--- src/rtl/rr_mux_arbiter8_pkg.sv ---
// -----------------------------------------------------------------------------
// rr_mux_arbiter8_pkg
// Shared constants and types for the round-robin 8:1 mux arbiter.
//   N          number of requesters (fixed at 8)
//   SEL_W      width of the encoded select (3 bits)
//   state_t    arbiter FSM states (ST_IDLE, ST_GRANT)
//   sel_to_onehot  helper converting an encoded index to a one-hot grant
// -----------------------------------------------------------------------------
package rr_mux_arbiter8_pkg;

  localparam int N     = 8;
  localparam int SEL_W = 3;

  typedef enum logic {
    ST_IDLE  = 1'b0,
    ST_GRANT = 1'b1
  } state_t;

  function automatic logic [N-1:0] sel_to_onehot(input logic [SEL_W-1:0] idx);
    return {{(N-1){1'b0}}, 1'b1} << idx;
  endfunction

endpackage

--- src/rtl/eighttoonemux.sv ---
// -----------------------------------------------------------------------------
// eighttoonemux
// Plain 8:1 bit multiplexer: out = in[sel].
//   in   in   8  data inputs
//   sel  in   3  select index
//   out  out  1  selected bit
// -----------------------------------------------------------------------------
module eighttoonemux (
  input  logic [7:0] in,
  input  logic [2:0] sel,
  output logic       out
);

  assign out = in[sel];

endmodule

--- src/rtl/rr_pick8.sv ---
// -----------------------------------------------------------------------------
// rr_pick8
// Combinational rotate-priority picker. Scans i_req starting at index i_start,
// wrapping 7->0, and returns the first set bit. When i_mask_en is high the
// bit at i_mask_idx is ignored (used to exclude the current owner).
//   i_req       in   8  request vector
//   i_start     in   3  first index examined
//   i_mask_idx  in   3  index to exclude when i_mask_en
//   i_mask_en   in   1  enable exclusion
//   o_found     out  1  at least one eligible request
//   o_idx       out  3  index of the winner (don't-care when !o_found)
// -----------------------------------------------------------------------------
module rr_pick8
  import rr_mux_arbiter8_pkg::*;
(
  input  logic [N-1:0]     i_req,
  input  logic [SEL_W-1:0] i_start,
  input  logic [SEL_W-1:0] i_mask_idx,
  input  logic             i_mask_en,
  output logic             o_found,
  output logic [SEL_W-1:0] o_idx
);

  logic [SEL_W-1:0] w_cand;

  // NOTE: every output of this always_comb gets a default before the loop,
  // otherwise paths that never hit a request would infer latches.
  always_comb begin
    o_found = 1'b0;
    o_idx   = i_start;
    w_cand  = '0;
    // Walk from the farthest offset back to the nearest so that the nearest
    // eligible request is the last (and therefore winning) assignment.
    for (int k = N - 1; k >= 0; k--) begin
      w_cand = i_start + SEL_W'(k);
      if (i_req[w_cand] && !(i_mask_en && (w_cand == i_mask_idx))) begin
        o_found = 1'b1;
        o_idx   = w_cand;
      end
    end
  end

endmodule

--- src/rtl/rr_mux_arbiter8.sv ---
// -----------------------------------------------------------------------------
// rr_mux_arbiter8
// Round-robin arbiter owning the select of a shared 8:1 bit mux. One requester
// is granted at a time; the grant is held while the owner keeps req high, and
// is pre-empted after MAX_HOLD cycles if anyone else is waiting (MAX_HOLD = 0
// disables pre-emption).
//   clk        in   1  clock, rising edge
//   rst        in   1  asynchronous active-high reset
//   req        in   8  level requests
//   in         in   8  mux data inputs, bit i belongs to requester i
//   gnt        out  8  one-hot grant (registered)
//   gnt_valid  out  1  a grant is active (registered)
//   sel        out  3  encoded owner index (registered), drives the mux
//   out        out  1  in[sel] while gnt_valid, else 0
// -----------------------------------------------------------------------------
module rr_mux_arbiter8
  import rr_mux_arbiter8_pkg::*;
#(
  parameter int MAX_HOLD = 4,
  parameter int HOLD_W   = 3
) (
  input  logic             clk,
  input  logic             rst,
  input  logic [N-1:0]     req,
  input  logic [N-1:0]     in,
  output logic [N-1:0]     gnt,
  output logic             gnt_valid,
  output logic [SEL_W-1:0] sel,
  output logic             out
);

  localparam bit               PREEMPT_EN = (MAX_HOLD != 0);
  // With pre-emption disabled the counter simply saturates at all-ones.
  localparam logic [HOLD_W-1:0] HOLD_LAST =
    (MAX_HOLD == 0) ? {HOLD_W{1'b1}} : HOLD_W'(MAX_HOLD - 1);

  state_t            r_state;
  logic [SEL_W-1:0]  r_ptr;
  logic [HOLD_W-1:0] r_hold;
  logic [N-1:0]      r_gnt;
  logic              r_gnt_valid;
  logic [SEL_W-1:0]  r_sel;

  logic              w_in_grant;
  logic              w_owner_req;
  logic              w_hold_last;
  logic [SEL_W-1:0]  w_start;
  logic              w_found;
  logic [SEL_W-1:0]  w_idx;
  logic              w_take;
  logic              w_release;
  logic              w_raw;

  assign w_in_grant  = (r_state == ST_GRANT);
  assign w_owner_req = req[r_sel];
  assign w_hold_last = (r_hold == HOLD_LAST);

  // While idle the search resumes after the last winner; while granted it
  // starts after the owner and the owner itself is masked out, so w_found
  // means "someone else is waiting".
  assign w_start = w_in_grant ? (r_sel + SEL_W'(1)) : (r_ptr + SEL_W'(1));

  rr_pick8 u_pick (
    .i_req      (req),
    .i_start    (w_start),
    .i_mask_idx (r_sel),
    .i_mask_en  (w_in_grant),
    .o_found    (w_found),
    .o_idx      (w_idx)
  );

  // Hand the grant to w_idx: new grant from idle, owner released with others
  // waiting, or hold expired with others waiting. Release takes priority over
  // pre-emption simply because both lead to the same hand-over.
  assign w_take = w_found &&
                  (!w_in_grant || !w_owner_req || (PREEMPT_EN && w_hold_last));
  assign w_release = w_in_grant && !w_owner_req && !w_found;

  // NOTE: all state registers update with non-blocking assignments so every
  // decision in this block sees the values from before the clock edge.
  always_ff @(posedge clk or posedge rst) begin
    if (rst) begin
      r_state     <= ST_IDLE;
      r_ptr       <= SEL_W'(N - 1);
      r_hold      <= '0;
      r_gnt       <= '0;
      r_gnt_valid <= 1'b0;
      r_sel       <= '0;
    end else if (w_take) begin
      r_state     <= ST_GRANT;
      r_ptr       <= w_idx;
      r_hold      <= '0;
      r_gnt       <= sel_to_onehot(w_idx);
      r_gnt_valid <= 1'b1;
      r_sel       <= w_idx;
    end else if (w_release) begin
      // sel deliberately keeps the last owner.
      r_state     <= ST_IDLE;
      r_gnt       <= '0;
      r_gnt_valid <= 1'b0;
    end else if (w_in_grant && !w_hold_last) begin
      r_hold <= r_hold + HOLD_W'(1);
    end
  end

  assign gnt       = r_gnt;
  assign gnt_valid = r_gnt_valid;
  assign sel       = r_sel;

  eighttoonemux u_mux (
    .in  (in),
    .sel (r_sel),
    .out (w_raw)
  );

  assign out = w_raw & r_gnt_valid;

endmodule

--- config.mk ---
export PLATFORM = sky130hd
export DESIGN_NAME = rr_mux_arbiter8
export DESIGN_NICKNAME = d
export VERILOG_FILES = /design/src/rtl/rr_mux_arbiter8_pkg.sv /design/src/rtl/eighttoonemux.sv /design/src/rtl/rr_pick8.sv /design/src/rtl/rr_mux_arbiter8.sv
export SDC_FILE = /design/constraint.sdc
export NUM_CORES = 1
export LEC_CHECK = 0
export ABC_AREA = 0
export BUFFER_PORTS_ARGS = -buffer_cell sky130_fd_sc_hd__buf_4
export CAP_MARGIN = 30
export CELL_PAD_IN_SITES_DETAIL_PLACEMENT = 0
export CELL_PAD_IN_SITES_GLOBAL_PLACEMENT = 1
export CORE_MARGIN = 1
export CORE_UTILIZATION = 41
export CTS_CLUSTER_SIZE = 20
export DETAILED_ROUTE_END_ITERATION = 7
export PLACE_DENSITY = 0.78
export SLEW_MARGIN = 20
export SYNTH_ARGS = -nofsm -noshare
export SYNTH_HDL_FRONTEND = slang
export SYNTH_SLANG_ARGS = --single-unit
--- constraint.sdc ---
create_clock -name clk -period 4.7 [get_ports clk]
set_clock_uncertainty 0.05 [all_clocks]
set_input_delay 0.47 -clock clk [delete_from_list [all_inputs] [get_ports clk]]
set_output_delay 0.47 -clock clk [all_outputs]
set_load 0.01 [all_outputs]
==> results.py <==
metrics = {
    "global_routing": {
        "grt_use_total_pct": 20.6,
        "grt_pass1_wl_mm": 8.07,
        "gr-total-overflow": 0,
        "antenna_found_initial": 0,
        "grt_pass1_vias": 1592,
        "grt_max_degree": 19,
    },
    "logic_synthesis": {
        "ys.flop_type": "dfrtp_1",
        "synth-edff-count": 0,
        "synth-seq-cells": 18,
        "syn_area_per_cell_um2": 10.5,
        "syn_area_mm2": 0.00191,
        "syn_inst": 183,
        "synth_fp_nets": 205,
        "synth.yosys.seq_area_share_pct": 23.7,
        "post_synth_num_cell_types": 54,
        "ys_async_sr_fraction_pct": 100,
        "yosysWarnings": 0,
    },
    "route": {
        "totalWireLength_mm": 4.90,
        "ant_nets": 0,
        "drtIter0Drc": 102,
        "num_vias": 1635,
        "firstDrtPassIters": 4,
        "wl_per_cell_um": 18.7,
        "drc": 0,
        "via_per_inst": 6.24,
    },
    "sta": {
        "totalNegativeSetupSlack_ns": 0,
        "period_share_pct": 91.7,
        "period_needed_ns": 4.31,
        "fmax_mhz": 232,
        "hold_violations": 0,
        "fin_worst_hold_slack_ns": 0.270,
        "setup_violations": 0,
        "slew_viol_final": 0,
        "rsz0062_at_grt": "no",
        "tightest_slew_ns": 0.695,
        "relSlewSlack_pct": 53.6,
    },
    "setup_path": {
        "critPathSlowestCell": "dfrtp_1",
        "setup.worst_path.start_class": "flip-flop",
        "crit_arrival_ns": 4.41,
        "critPathKind": "reg -> reg",
        "cp_cell_sequence": "mux2i_4 > inv_2 > ha_1 > inv_1 > xnor2_1 > mux4_2 > nand2b_1 > nor4b_4 > mux2i_1 > nand2_1 > o41ai_2",
        "critical_path.endpoint_type": "flip-flop",
        "cp_max_fo": 10,
        "cp_slowest_stage_delay_ns": 0.65,
        "required_ns": 4.80,
    },
    "flow_run": {
        "cap_violations": 0,
    },
    "floorplan": {
        "fp.dieH_um": 70.3,
        "die_w_um": 70.3,
        "start_util_pct": 43.3,
        "pin_count": 31,
        "die_area_mm2": 0.00494,
        "rows": 24,
        "core_area_mm2": 0.00441,
    },
    "clock_network": {
        "hold_buffers": 0,
        "cts-root-buf": "clkbuf_8",
        "clockBufferDepth": 2,
        "post-cts-setup-buffers": 0,
        "path_clk_slew_ns": 0.07,
        "htree_levels": 1,
        "clock_sinks": 18,
        "cts_tree": "built",
        "postCtsResizedCells": 0,
        "insertion_delay_ns": 0.26,
        "cts_buffers": 3,
    },
    "place": {
        "gp_congestion": 0.855,
        "port_buffers": 30,
        "dp_cells": 258,
        "hpwl_mm": 3.81,
    },
    "finish": {
        "utilization_pct": 49.9,
        "layout_commonest_cell": "buf_4",
        "fillCellCount": 421,
        "finalNetCount": 233,
        "drive_above_1_share_pct": 32.9,
        "antennaDiodeCount": 0,
        "finalNonFillerCells": 262,
        "area_delta_synth_final_pct": 15.1,
        "layout_common_cells": "buf_4, nand2_1, mux2i_1, dfrtp_1, nor2_1",
    },
    "hold_path": {
        "hold_class": "in -> async",
    },
    "status": {
        "status": "finished, final reports clean",
    },
}
-- synthesized netlist by cell type (all sizes together), types with 2 or more instances --
master	instances	area [um^2]
a21oi	7	35.0
a211o	2	17.5
mux2i	19	228
ha	4	50.1
mux2	7	78.8
nor2	12	45.0
o21ai	6	30.0
dfrtp	15	375
clkbuf	2	7.51
a31oi	3	18.8
inv	10	45.0
nand2	21	78.8
a221o	2	20.0
buf	6	56.3
or2	2	12.5
xnor2	2	25.0
nand3	7	35.0
dfstp	3	78.8
and3	3	23.8
o41ai	4	50.1
and2	3	20.0
nor3	4	20.0
a211oi	4	30.0
mux4	13	308
a32o	4	40.0
-- worst paths after layout --
| kind | from | to | slack [ns] | cells after the start |
|---|---|---|---|---|
| worst max-delay path | gnt_valid | gnt[3] | 0.39 | 11 |
| worst min-delay path | rst | gnt[4] | 0.27 | 2 |
| worst max register to register | gnt_valid | gnt[3] | 0.39 | 11 |
| worst min register to register | gnt[7] | gnt[7] | 0.44 | 2 |
| max in group asynchronous | rst | gnt[6] | 3.89 | 2 |
| min in group clk | gnt[7] | gnt[7] | 0.44 | 2 |
-- metal layers --
layer / GRT usage, % / up-vias / part of all wire (%)
met5: 0 / - / 0
met4: 4.89 / 0 / 1.9
met3: 3.32 / 8 / 4.2
met2: 32.6 / 44 / 49
met1: 29.5 / 814 / 45
li1: - / 769 / -
-- kinds of logic after synthesis --
group	share of synthesized area, %
xor+xnor	2.94
compound gates	17.3
simple gates	15.6
flops	23.7
buf+inv	5.69
fa+ha+maj	2.62
mux	32.1
-- cell type report --
class	count	area [um^2]	share of cell area, %
flip-flops and latches	18	454	20.6
inverters	10	45.0	2.05
multi-input cells	147	1350	61.3
clock buffers	4	55.1	2.50
well taps	52	65.1	2.95
repair buffers	31	233	10.6
-- per-stage QoR --
| step | instance area (um^2) | setup WS (ns) |
|---|---|---|
| finish | 2200 | 0.389 |
| global route | 2200 | 0.0360 |
| CTS | 2200 | 0.404 |
| detailed placement | 2150 | 0.436 |
| global placement | 2150 | 0.551 |
| floorplan | 1910 | 1.02 |
-- state kept, by name, indices dropped and copies added (netlist names) --
| signal | cells |
|---|---|
| gnt | 8 |
| r_hold | 3 |
| r_ptr | 3 |
| sel | 3 |
| gnt_valid | 1 |
-- worst max-delay path: cells and delay by family (launching register included) --
kind,cells,cell delay (ns)
and+or+nand+nor,3,0.82
buffers and inverters,2,0.33
adders and majority gates,1,0.33
DFF,1,0.65
AOI/OAI and AO/OA,1,0.08
muxes,3,1.69
xor gates and xnor gates,1,0.24
Power is not shown: default switching activity piles up to over one toggle a cycle in this logic, so the estimate is an artifact.
